**src/rtl/i2c_bus_arbiter.sv**
```systemverilog
// rtl/i2c_bus_arbiter.sv - round-robin arbiter sharing one i2c_controller between requesters
//
// Purpose: grants one of NUM_REQ requesters at a time, latches its command
// (slave address, data byte, repeated-start flag) onto the controller inputs,
// follows the transaction by watching the controller's SDA/SCL for START/STOP,
// then releases the bus with a one-cycle done pulse to the granted requester.
//
// Optional macro: I2C_ARB_TIMEOUT_EN adds a watchdog of TIMEOUT_CYCLES cycles
// over WAIT_START/ACTIVE; without it timeout_err is tied low.
//
// Ports:
//   i2c_core_clk              core clock, rising edge
//   rst_n                     synchronous active-low reset
//   req[NUM_REQ]              per-requester level request
//   req_addr[8*NUM_REQ]       packed slave address + R/W, requester i at [8i+7:8i]
//   req_data[8*NUM_REQ]       packed write data byte per requester
//   req_rsc[NUM_REQ]          per-requester repeated-start flag
//   gnt[NUM_REQ]              one-hot grant
//   done[NUM_REQ]             one-cycle completion pulse
//   busy                      arbiter not idle
//   ctrl_enable               controller enable
//   ctrl_slave_address[8]     controller slave address
//   ctrl_data_in[8]           controller data byte
//   ctrl_repeated_start_cond  controller repeated-start flag
//   mon_sda, mon_scl          controller sda_out / scl_out being monitored
//   timeout_err               one-cycle watchdog pulse

module i2c_bus_arbiter #(
  parameter int NUM_REQ        = 4,
  parameter int TIMEOUT_CYCLES = 4096
) (
  input  logic                   i2c_core_clk,
  input  logic                   rst_n,
  input  logic [NUM_REQ-1:0]     req,
  input  logic [8*NUM_REQ-1:0]   req_addr,
  input  logic [8*NUM_REQ-1:0]   req_data,
  input  logic [NUM_REQ-1:0]     req_rsc,
  output logic [NUM_REQ-1:0]     gnt,
  output logic [NUM_REQ-1:0]     done,
  output logic                   busy,
  output logic                   ctrl_enable,
  output logic [7:0]             ctrl_slave_address,
  output logic [7:0]             ctrl_data_in,
  output logic                   ctrl_repeated_start_cond,
  input  logic                   mon_sda,
  input  logic                   mon_scl,
  output logic                   timeout_err
);

  localparam int IDX_W = (NUM_REQ > 1) ? $clog2(NUM_REQ) : 1;

  if (NUM_REQ < 2 || NUM_REQ > 8 || TIMEOUT_CYCLES < 2 || TIMEOUT_CYCLES > 65536) begin : g_bad_param
    $error("i2c_bus_arbiter: parameter out of range");
  end

  typedef enum logic [2:0] {IDLE, GRANT, WAIT_START, ACTIVE, RELEASE} state_t;

  state_t             state, state_next;
  logic [IDX_W-1:0]   ptr;
  logic [IDX_W-1:0]   gnt_idx;
  logic               sda_q, scl_q;
  logic               start_det, stop_det;
  logic               win_found;
  logic [IDX_W-1:0]   win_idx;
  logic               wd_hit;

  // START/STOP: SDA edge while SCL is high on both sides of the edge.
  assign start_det = scl_q & mon_scl &  sda_q & ~mon_sda;
  assign stop_det  = scl_q & mon_scl & ~sda_q &  mon_sda;
  assign busy      = (state != IDLE);

  // Round-robin search: first request strictly after the last winner, wrapping.
  always_comb begin
    win_found = 1'b0;
    win_idx   = '0;
    for (int k = 1; k <= NUM_REQ; k++) begin
      if (!win_found && req[(int'(ptr) + k) % NUM_REQ]) begin
        win_found = 1'b1;
        win_idx   = IDX_W'((int'(ptr) + k) % NUM_REQ);
      end
    end
  end

`ifdef I2C_ARB_TIMEOUT_EN
  logic [15:0] wd_cnt;

  // A START coinciding with the limit counts as progress, not a timeout.
  assign wd_hit = (state == WAIT_START || state == ACTIVE) && !start_det &&
                  (wd_cnt == 16'(TIMEOUT_CYCLES - 1));

  always_ff @(posedge i2c_core_clk) begin
    if (!rst_n) begin
      wd_cnt <= '0;
    end else if (state == GRANT || start_det) begin
      wd_cnt <= '0;
    end else if (state == WAIT_START || state == ACTIVE) begin
      wd_cnt <= wd_cnt + 16'd1;
    end else begin
      wd_cnt <= '0;
    end
  end
`else
  assign wd_hit = 1'b0;
`endif

  always_ff @(posedge i2c_core_clk) begin
    if (!rst_n) state <= IDLE;
    else        state <= state_next;
  end

  always_comb begin
    state_next = state;
    case (state)
      IDLE:       if (win_found) state_next = GRANT;
      GRANT:      state_next = WAIT_START;
      WAIT_START: begin
        if (start_det)   state_next = ACTIVE;
        else if (wd_hit) state_next = RELEASE;
      end
      ACTIVE: begin
        // Repeated START keeps the bus; only STOP (or the watchdog) ends it.
        if (stop_det)    state_next = RELEASE;
        else if (wd_hit) state_next = RELEASE;
      end
      RELEASE:    state_next = IDLE;
      default:    state_next = IDLE;
    endcase
  end

  always_ff @(posedge i2c_core_clk) begin
    if (!rst_n) begin
      sda_q                    <= 1'b1;
      scl_q                    <= 1'b1;
      ptr                      <= IDX_W'(NUM_REQ - 1);
      gnt_idx                  <= '0;
      gnt                      <= '0;
      done                     <= '0;
      ctrl_enable              <= 1'b0;
      ctrl_slave_address       <= '0;
      ctrl_data_in             <= '0;
      ctrl_repeated_start_cond <= 1'b0;
      timeout_err              <= 1'b0;
    end else begin
      sda_q       <= mon_sda;
      scl_q       <= mon_scl;
      done        <= '0;
      timeout_err <= 1'b0;
      case (state)
        IDLE: begin
          if (win_found) begin
            gnt                      <= '0;
            gnt[win_idx]             <= 1'b1;
            gnt_idx                  <= win_idx;
            ctrl_slave_address       <= req_addr[{win_idx, 3'b000} +: 8];
            ctrl_data_in             <= req_data[{win_idx, 3'b000} +: 8];
            ctrl_repeated_start_cond <= req_rsc[win_idx];
            ctrl_enable              <= 1'b1;
          end
        end
        WAIT_START: begin
          if (start_det) begin
            ctrl_enable <= 1'b0;
          end else if (wd_hit) begin
            ctrl_enable <= 1'b0;
            timeout_err <= 1'b1;
          end
        end
        ACTIVE: begin
          if (stop_det)    done        <= gnt;
          else if (wd_hit) timeout_err <= 1'b1;
        end
        RELEASE: begin
          gnt <= '0;
          ptr <= gnt_idx;
        end
        default: ;
      endcase
    end
  end

endmodule

```
**config.mk**
```make
export PLATFORM = sky130hd
export DESIGN_NAME = i2c_bus_arbiter
export DESIGN_NICKNAME = d
export VERILOG_FILES = /design/src/rtl/i2c_bus_arbiter.sv
export SDC_FILE = /design/constraint.sdc
export NUM_CORES = 1
export LEC_CHECK = 0
export ABC_AREA = 1
export BUFFER_PORTS_ARGS = -buffer_cell sky130_fd_sc_hd__buf_4
export CAP_MARGIN = 20
export CORE_ASPECT_RATIO = 1.2
export CORE_MARGIN = 2
export CORE_UTILIZATION = 30
export CTS_CLUSTER_DIAMETER = 100
export DETAILED_ROUTE_END_ITERATION = 8
export SYNTH_ARGS = -nofsm -noshare
export SYNTH_HDL_FRONTEND = slang
export SYNTH_SLANG_ARGS = --single-unit
```
**constraint.sdc**
```tcl
create_clock -name i2c_core_clk -period 1.85 [get_ports i2c_core_clk]
set_clock_uncertainty 0.15 [all_clocks]
set_input_delay 0.37 -clock i2c_core_clk [delete_from_list [all_inputs] [get_ports i2c_core_clk]]
set_output_delay 0.37 -clock i2c_core_clk [all_outputs]
set_load 0.02 [all_outputs]
```
==> metrics.md <==
| Metric | Value |
|---|---|
| Outcome | finished with violations |
| Failing checks | negative setup slack |
| Final Setup Violations | 23 |
| Ports | 104 |
| Worst VDD drop | 0.4907 mV |
| Setup WS post-layout | -0.2762 ns |
| CP cell instances | buf_6 > nand2_2 > nand2_2 > nand2_4 > buf_4 > nand3_1 > nand2_1 > nand2_2 > buf_4 > nand3_4 > buf_2 > nand3_1 > nand3_1 > nor2_1 > nor2_1 |
| Total number of vias | 2,795 |
| Die X | 81.43 µm |
| Core ar. | 6895 µm² |
| Wire per inst | 13.80 µm |
| Die ar. | 7892 µm² |
| Fin crit share | 114.9% |
| Predominant post-synthesis flop cell | dfxtp_1 |
| Max-Cap Viols | 0 |
| CP delay by family, top | simple AND/OR/NAND/NOR gates |
| Syn avg cell area | 6.292 µm² |
| Vias in the first global route | 2,682 |
| Crit path capture type | flip-flop |
| Drt pass-1 iters | 4 |
| RR Startpoint | ptr[0] |
| Clock buffer depth | 2 |
| Design Area, Final | 3796 µm² |
| Final Core Density | 55.05% |
| Number of DRC markers in iteration 0 | 101 |
| Clock latency at the later pin of the worst-skew pair | 0.29 ns |
| Synth warnings | 0 |
| Reg2Reg Depth | 15 |
| Htree depth | 2 |
| CP endpoint | ctrl_data_in[5] |
| GPL Wtd Cong | 0.7916 |
| Met2 usage | 32.35% |
| Unrepaired setup endpoints after global routing | true |
| Critical R2R Capture | ctrl_data_in[5] |
| Gate Count Post-Synth | 343 |
| Synthesized flop and latch total | 35 |
| Critical Path AT | 2.16 ns |
| Final ANT Viol Nets | 0 |
| Share of layout cells above drive strength 1 | 48.04% |
| Buf+Inv Stages, Crit Path | 4 |
| Hold path startpoint | mon_scl |
| FMAX | 470.3 MHz |
| Busiest layer in global routing | met2 |
| Crit. Startpoint | ptr[0] |
| Leakage | 1.867 nW |
| Power Density | 768.7 nW/µm² |
| Post-synthesis cell area | 2158 µm² |
| Initial antenna violation count | 0 |
| Reg2reg setup slack | -0.28 ns |
| Sequential area share after synthesis | 32.46% |
| Final Hold Fails | 0 |
| PortBufs | 102 |
| First-pass GRT wire length | 12,120 µm |
| Crit path time final | 2.126 ns |
| Dpl hpwl | 5310 µm |
| Critical path depth | 15 |
| DRT Wirelength | 7896 µm |
| Hold bufs inserted after CTS | 0 |
| Sink Count | 35 |
| CTS root buf | clkbuf_8 |
| Die Ht | 96.92 µm |
| Footprint of the multi-input gates | 1470 µm² |
| Syn-to-layout area delta | 75.88% |
| CTS buffer count | 5 |
| Library cells used by synthesis | 26 |
| Initial Utilization | 31.30% |
| DRC | 0 |
| Diodes inserted | 0 |
| EDFF count, synth | 0 |
| Synth async-reset ratio | 0% |
| Kind of critical path | flip-flop to flip-flop |
| Fin. max-slew vios | 0 |
| Global Route met1 Usage | 23.83% |
| Via density | 4.886 |
| Largest net degree at the start of global routing | 27 |
| TritonCTS clock tree | done |
| Worst-path maximum fanout | 7 |
| Critical Path RT | 1.89 ns |
| Syn nets | 419 |
| Startpoint class of the critical path | flip-flop |
| Area after DPL | 3238 µm² |
| Critical path's slowest cell | dfxtp_4 |
| GRT overflow | 0 |
| Slowest stage delay, CP | 0.43 ns |
| Register area | 705.7 µm² |
| Global routing usage on met3 | 4.944% |
| Row count | 33 |
| Fin nets | 560 |
| Hold Path Class | input pin to flip-flop |
| Fillers | 659 |
| Total Routing Usage GR | 19.33% |
| Worst-path clk slew | 0.08 ns |
-- final cells by class --
cell class              count  area share [%]
flip-flops and latches     35           18.59
inverters                  26           2.900
multi-input cells         263           38.73
repair buffers            153           34.57
clock buffers               5           1.813
clock inverters             3          0.5274
well taps                  87           2.867
-- cell usage after synthesis (2+ instances only) --
| cell | count | area [µm²] |
|---|---|---|
| nand2_1 | 82 | 307.8 |
| nand3_1 | 79 | 395.4 |
| nor2_1 | 47 | 176.4 |
| dfxtp_1 | 35 | 700.7 |
| inv_1 | 23 | 86.33 |
| o21ai_0 | 21 | 105.1 |
| a21oi_1 | 7 | 35.03 |
| buf_2 | 6 | 30.03 |
| buf_6 | 6 | 67.56 |
| nand2_2 | 6 | 37.54 |
| nand4_1 | 5 | 31.28 |
| nor2_4 | 4 | 45.04 |
| buf_4 | 3 | 22.52 |
| clkbuf_1 | 3 | 11.26 |
| o211ai_1 | 3 | 22.52 |
| inv_2 | 2 | 7.510 |
| nor3_1 | 2 | 10.01 |
-- cells in the final DEF, fill, tap and decap left out, types with 3 or more instances in the layout --
cell type  Yosys  routed
buf_4          3     134
nand2_1       82      62
nand3_1       79      62
nor2_1        47      39
dfxtp_1       35      33
inv_1         23      21
o21ai_1        0      19
nand2_2        6      17
nand3_2        1      17
nand2_4        0       9
buf_6          6       9
nor2_2         0       6
nor2_4         4       6
buf_12         0       6
nand4_1        5       5
a21oi_2        0       5
clkbuf_8       0       5
o211ai_1       3       3
-- per-layer routing --
metal  wire length, µm  vias to the layer above
met5                 0                        -
met4               176                        0
met3               599                       16
met2              3938                      116
met1              3181                     1256
li1                  -                     1407
-- per-stage QoR --
stage | instances | setup TNS (ns) | hold slack (ns) | total power [mW] | worst slack (ns)
finish | 572 | -4.757 | 0.1237 | 2.918 | -0.2762
global route | 572 | -8.311 | 0.1199 | 3.105 | -0.4328
CTS | 565 | -4.873 | 0.1209 | 2.811 | -0.2286
detailed placement | 546 | -6.288 | 0.2879 | 2.048 | -0.3365
global placement | 546 | -5.408 | 0.2881 | 2.038 | -0.2797
floorplan | 343 | -1.482 | 0.2907 | 1.565 | -0.09376
-- worst register-to-register path, cell delays in order (launching register included) --
cell	delay [ns]
dfxtp_4	0.43
buf_6	0.13
nand2_2	0.04
nand2_2	0.10
nand2_4	0.07
buf_4	0.14
nand3_1	0.08
nand2_1	0.06
nand2_2	0.07
buf_4	0.12
nand3_4	0.13
buf_2	0.19
nand3_1	0.07
nand3_1	0.08
nor2_1	0.13
nor2_1	0.05
-- report_power, final --
group	leakage [nW]	switching, mW	internal [mW]
logic	1.54	0.716	0.673
clock network	0.0402	0.312	0.262
registers	0.288	0.0782	0.876
total	1.87	1.11	1.81
-- kinds of logic after synthesis --
logic type             synth area share [%]
DFF                                   32.46
AOI/OAI and AO/OA                     8.290
buffers and inverters                 10.90
and+or+nand+nor                       48.17
other                                0.1737
-- flip-flops by register name, indices dropped and copies added (netlist names) --
signal / count
ctrl_data_in: 8
ctrl_slave_address: 8
gnt: 4
state: 3
ctrl_repeated_start_cond: 1
ctrl_enable: 1
ptr: 2
gnt_idx: 2
sda_q: 1
scl_q: 1
done: 4
-- repair_timing --
action	in CTS	in global routing
endpoints found under the setup margin	23	27
buffers inserted	9	5
cloned	2	2
pin swaps	9	26
resized for setup	43	52
-- worst min-delay path by stage --
stage	slack, ns	to	cells after the start
final	0.12	scl_q	2
after CTS	0.12	scl_q	2
after global routing	0.12	scl_q	2
after global placement	0.29	done[2]	2
after detailed placement	0.29	done[2]	2
after floorplan	0.29	ptr[0]	2
Power figures use the tool's default switching activity.
